## config.mk

```make
export PLATFORM = sky130hd
export DESIGN_NAME = exec_sequencer_flat
export DESIGN_NICKNAME = d
export VERILOG_FILES = /design/src/rtl/exec_sequencer_if.sv /design/src/rtl/exec_sequencer.sv /design/src/flat_wrapper.sv
export SDC_FILE = /design/constraint.sdc
export NUM_CORES = 1
export LEC_CHECK = 0
export ABC_AREA = 1
export CORE_MARGIN = 5
export CORE_UTILIZATION = 47
export CTS_CLUSTER_SIZE = 40
export DETAILED_ROUTE_END_ITERATION = 8
export GPL_TIMING_DRIVEN = 0
export HOLD_SLACK_MARGIN = 0.03
export PLACE_DENSITY = 0.88
export SYNTH_ARGS = -nofsm -noshare
export SYNTH_HDL_FRONTEND = slang
export SYNTH_SLANG_ARGS = --single-unit
```

## constraint.sdc

```tcl
create_clock -name clk -period 2.8 [get_ports clk]
set_clock_uncertainty 0.05 [all_clocks]
set_input_delay 0.42 -clock clk [delete_from_list [all_inputs] [get_ports clk]]
set_output_delay 0.42 -clock clk [all_outputs]
set_load 0.005 [all_outputs]
```

## src/rtl/exec_sequencer_if.sv

```systemverilog
// Bus between the instruction memory / control unit side and the program sequencer.
// The sequencer side uses the slave modport; the driving side uses master.
interface exec_sequencer_if #(
  parameter int PC_W     = 4,
  parameter int OPCODE_W = 7,
  parameter int CNT_W    = 8
);
  logic                start;
  logic                step_mode;
  logic [OPCODE_W-1:0] opcode;
  logic                cu_regA_load;
  logic                cu_regB_load;
  logic [PC_W-1:0]     pc;
  logic                regA_load;
  logic                regB_load;
  logic                busy;
  logic                halted;
  logic [CNT_W-1:0]    instr_count;

  modport master (
    output start, step_mode, opcode, cu_regA_load, cu_regB_load,
    input  pc, regA_load, regB_load, busy, halted, instr_count
  );

  modport slave (
    input  start, step_mode, opcode, cu_regA_load, cu_regB_load,
    output pc, regA_load, regB_load, busy, halted, instr_count
  );
endinterface

```

## src/rtl/exec_sequencer.sv

```systemverilog
// FETCH/DECODE/EXEC program sequencer: owns the PC, gates register loads to the
// execute cycle, and provides start / single-step / sticky halt control.
module exec_sequencer #(
  parameter int                  PC_W        = 4,
  parameter int                  OPCODE_W    = 7,
  parameter logic [OPCODE_W-1:0] HALT_OPCODE = 7'h7F,
  parameter int                  CNT_W       = 8
) (
  input  logic              clk,
  input  logic              rst_n,
  exec_sequencer_if.slave   bus
);

  typedef enum logic [2:0] {
    IDLE   = 3'd0,
    FETCH  = 3'd1,
    DECODE = 3'd2,
    EXEC   = 3'd3,
    HALT   = 3'd4
  } state_t;

  state_t           state_q;
  state_t           state_nxt;
  logic [PC_W-1:0]  pc_q;
  logic [CNT_W-1:0] cnt_q;
  logic             rega_ld;
  logic             regb_ld;

  function automatic logic [CNT_W-1:0] sat_inc(input logic [CNT_W-1:0] v);
    if (&v) return v;
    return v + CNT_W'(1);
  endfunction

  always_ff @(posedge clk) begin
    if (!rst_n) begin
      state_q <= IDLE;
      pc_q    <= '0;
      cnt_q   <= '0;
    end else begin
      state_q <= state_nxt;
      if (state_q == EXEC) begin
        pc_q  <= pc_q + PC_W'(1);
        cnt_q <= sat_inc(cnt_q);
      end
    end
  end

  always_comb begin
    state_nxt = state_q;
    rega_ld   = 1'b0;
    regb_ld   = 1'b0;
    case (state_q)
      IDLE:   if (bus.start) state_nxt = FETCH;
      FETCH:  state_nxt = DECODE;
      DECODE: state_nxt = (bus.opcode == HALT_OPCODE) ? HALT : EXEC;
      EXEC: begin
        // Datapath registers have no reset, so loads must die with rst_n.
        rega_ld   = bus.cu_regA_load & rst_n;
        regb_ld   = bus.cu_regB_load & rst_n;
        state_nxt = bus.step_mode ? IDLE : FETCH;
      end
      HALT:   state_nxt = HALT;
      default: state_nxt = IDLE;
    endcase
  end

  assign bus.pc          = pc_q;
  assign bus.instr_count = cnt_q;
  assign bus.regA_load   = rega_ld;
  assign bus.regB_load   = regb_ld;
  assign bus.busy        = (state_q == FETCH) || (state_q == DECODE) || (state_q == EXEC);
  assign bus.halted      = (state_q == HALT);

endmodule

```

## src/flat_wrapper.sv

```systemverilog
// flat-port wrapper written by rule: the top's interface ports become plain ports
module exec_sequencer_flat 
#(
  parameter int                  PC_W        = 4,
  parameter int                  OPCODE_W    = 7,
  parameter logic [OPCODE_W-1:0] HALT_OPCODE = 7'h7F,
  parameter int                  CNT_W       = 8
)
  (clk, rst_n, bus_start, bus_step_mode, bus_opcode, bus_cu_regA_load, bus_cu_regB_load, bus_pc, bus_regA_load, bus_regB_load, bus_busy, bus_halted, bus_instr_count);
  exec_sequencer_if #(.PC_W(PC_W), .OPCODE_W(OPCODE_W), .CNT_W(CNT_W)) bus_i ();
  input  logic clk;
  input  logic rst_n;
  input wire logic [$bits(bus_i.start)-1:0] bus_start;
  input wire logic [$bits(bus_i.step_mode)-1:0] bus_step_mode;
  input wire logic [$bits(bus_i.opcode)-1:0] bus_opcode;
  input wire logic [$bits(bus_i.cu_regA_load)-1:0] bus_cu_regA_load;
  input wire logic [$bits(bus_i.cu_regB_load)-1:0] bus_cu_regB_load;
  output wire logic [$bits(bus_i.pc)-1:0] bus_pc;
  output wire logic [$bits(bus_i.regA_load)-1:0] bus_regA_load;
  output wire logic [$bits(bus_i.regB_load)-1:0] bus_regB_load;
  output wire logic [$bits(bus_i.busy)-1:0] bus_busy;
  output wire logic [$bits(bus_i.halted)-1:0] bus_halted;
  output wire logic [$bits(bus_i.instr_count)-1:0] bus_instr_count;
  assign bus_i.start = bus_start;
  assign bus_i.step_mode = bus_step_mode;
  assign bus_i.opcode = bus_opcode;
  assign bus_i.cu_regA_load = bus_cu_regA_load;
  assign bus_i.cu_regB_load = bus_cu_regB_load;
  assign bus_pc = bus_i.pc;
  assign bus_regA_load = bus_i.regA_load;
  assign bus_regB_load = bus_i.regB_load;
  assign bus_busy = bus_i.busy;
  assign bus_halted = bus_i.halted;
  assign bus_instr_count = bus_i.instr_count;
  exec_sequencer #(.PC_W(PC_W), .OPCODE_W(OPCODE_W), .HALT_OPCODE(HALT_OPCODE), .CNT_W(CNT_W)) u_core (.clk(clk), .rst_n(rst_n), .bus(bus_i));
endmodule
```

==> results.toml <==
[place]
port_buffers = 28
dp_hpwl_mm = 1.49
gp_congestion = 0.809
pre_cts_ws_ns = 0.510

[cts]
cts_buffers = 3
clk_path_buf_depth = 2
post_cts_resized = 0
htree_levels = 1
clk_pin_slew_ns = 0.10
cts_sinks = 15
postCtsSetupRepairBufs = 0
cts_tree = "yes"
hold_buffers = 0
cts-root-buf = "clkbuf_4"
insertion_delay_ns = 0.28

[global_routing]
grt_use_met3_pct = 3.72
grt_antenna_before_repair = 0
use_met1_pct = 16.4
use_met2_pct = 32.0
grt_max_degree = 11
overflow = 0
grt-busiest-layer = "met2"
grt_pass1_vias = 919
grt_usage_pct = 16.5
grt_pass1_wl_mm = 3.41

[floorplan]
initial_core_util_pct = 48.6
die_w_microns = 51.8
floorplan.rows = 15
ioPinCount = 29
die_h_microns = 51.8
die_area_sq_mm = 0.00268
coreArea_sq_mm = 0.00169

[setup_path]
worst-path-max-fanout = 10
path_depth = 5
critPathRequiredTime_ns = 2.33
cp.arrival_ns = 1.80
start_kind = "input pin"
slowest_stage = "clkdlybuf4s50_1"
path_buf_inv = 3
cp_top_family = "buffers and inverters"
timing.critical_path.mode_cell = "clkdlybuf4s50_1"
critPathKind = "in2out"
cp-end-kind = "primary output"
crit_chain = "clkdlybuf4s50_1, buf_2, nand2_1, nor2_1, clkdlybuf4s50_1"
worst_r2r_path_depth = 9
crit_path_max_incr_delay_ns = 0.52

[pwr]
power_density_mw_per_mm2 = 384
power_frac_comb_pct = 19.1
seqPwrFrac_pct = 52.9
peakVddDrop_v = 0.000260
switchingPower_uw = 120
p_leak_nw = 0.456
switching_share_pct = 27.1
clockPowerShare_pct = 28.0
p_int_uw = 321

[route]
postRouteWirelength_mm = 1.89
vias = 890
routed_via_density = 5.20
post-route-drc-count = 0
drtPass1Iterations = 4
wl_per_cell_microns = 11.1
drt_first_iter_violations = 16
ant_nets = 0

[sta]
finalCriticalPeriod_ns = 2.27
slew_headroom_pct = 81.4
setup_violations = 0
rsz0062_at_grt = "no"
tns_ns = 0
fin_ws_ns = 0.526
fmax_ghz = 0.440
report.final.slew_viol_count = 0
finalHoldViolations = 0
period_share_pct = 81.2
worstMarginPinSlew_ns = 0.277

[yosys]
syn_avg_cell_area_sq_um = 6.73
yosys_warnings = 0
synth_top_flop_cell = "dfxtp_1"
yosysTopAreaCell = "dfxtp_1"
yosysTopAreaCellShare_pct = 36.6
ys_types = 23
yosysSeqAreaShare_pct = 36.6
yosys-top-cells-area = "dfxtp_1, nand2_1, nor2_1"
async_flop_share_pct = 0
syn_inst = 122
ys_ff_latch = 15
syn_area_sq_um = 821
synth_edf_count = 0
syn_nets = 137

[finish]
layout_common_cells = "nand2_1, clkdlybuf4s50_1, nor2_1"
area_growth_pct = 40.1
drive_above_1_share_pct = 8.44
nets = 170
antenna_cells = 0
fill_cells = 158
layout.cells.most_common = "nand2_1"

[hold_path]
holdPathStages = 1
min_path_type = "reg2reg"

[outcome]
status = "complete, no violations"

[run]
drv_cap = 0
[path summary, 6_finish.rpt]
kind	startpoint	to	slack [ns]
min	u_core.bus.pc[3]$_SDFFE_PN0P_	u_core.bus.pc[3]$_SDFFE_PN0P_	0.41
min reg2reg	u_core.bus.pc[3]$_SDFFE_PN0P_	u_core.bus.pc[3]$_SDFFE_PN0P_	0.41
max	rst_n	bus_regA_load	0.53
max reg2reg	u_core.bus.instr_count[0]$_SDFFE_PN0P_	u_core.bus.instr_count[4]$_SDFFE_PN0P_	1.33
[cell families after synthesis]
logic type                 count (synthesis)  share of synthesized area, %
AOI/OAI and AO/OA                         13                          8.84
xor gates and xnor gates                   1                          1.07
adders and majority gates                  2                          3.05
buffers and inverters                     15                          9.45
DFF                                       15                          36.6
and+or+nand+nor                           76                          41.0
[through the flow]
| step | total power [mW] | hold WS (ns) | utilization [%] | area [sq um] | instances |
|---|---|---|---|---|---|
| after floorplan | 0.280 | 0.396 | - | 821 | 122 |
| after global placement | 0.319 | 0.387 | 66.4 | 1120 | 167 |
| after detailed placement | 0.322 | 0.390 | 66.4 | 1120 | 167 |
| after CTS | 0.445 | 0.409 | 68.1 | 1150 | 171 |
| after global routing | 0.469 | 0.437 | 68.1 | 1150 | 171 |
| final | 0.441 | 0.406 | 68.1 | 1150 | 171 |
[flip-flops by register name, indices dropped and copies added (netlist names)]
register,count
u_core.bus.instr_count,8
u_core.bus.pc,4
u_core.state_q,3
[synthesized netlist by cell type, types with 2 or more instances]
| cell | instances |
|---|---|
| a21oi_1 | 7 |
| ha_1 | 2 |
| nand2_1 | 33 |
| a31oi_1 | 2 |
| inv_1 | 10 |
| buf_6 | 2 |
| nor2_1 | 23 |
| dfxtp_1 | 15 |
| nand4_1 | 5 |
| nor2_2 | 2 |
| o21ai_0 | 2 |
| nand3_1 | 8 |
[area by class of cell]
cell class	count	area, sq um	area share [%]
timing repair buffer	28	280	24.4
multi-input combinational	92	443	38.5
sequential	15	300	26.1
clock inverter	1	5.00	0.435
inverter	12	50.0	4.35
buffer	3	27.5	2.39
clock buffer	3	22.5	1.96
tap	17	21.3	1.85
[metal layers]
| metal | part of all wire (%) | vias to the layer above | wire, microns |
|---|---|---|---|
| li1 | - | 461 | - |
| met1 | 43 | 400 | 807 |
| met2 | 51 | 29 | 973 |
| met3 | 5.9 | 0 | 111 |
| met4 | 0 | 0 | 0 |
| met5 | 0 | - | 0 |
[power by group through the flow]
stage / clock network (mW) / registers, mW / logic, mW
after floorplan: 0 / 0.237 / 0.0438
after global placement: 0 / 0.237 / 0.0814
after detailed placement: 0 / 0.238 / 0.0842
after CTS: 0.127 / 0.233 / 0.0851
after global routing: 0.139 / 0.234 / 0.0957
final: 0.123 / 0.233 / 0.0844
Power figures use the tool's default switching activity.
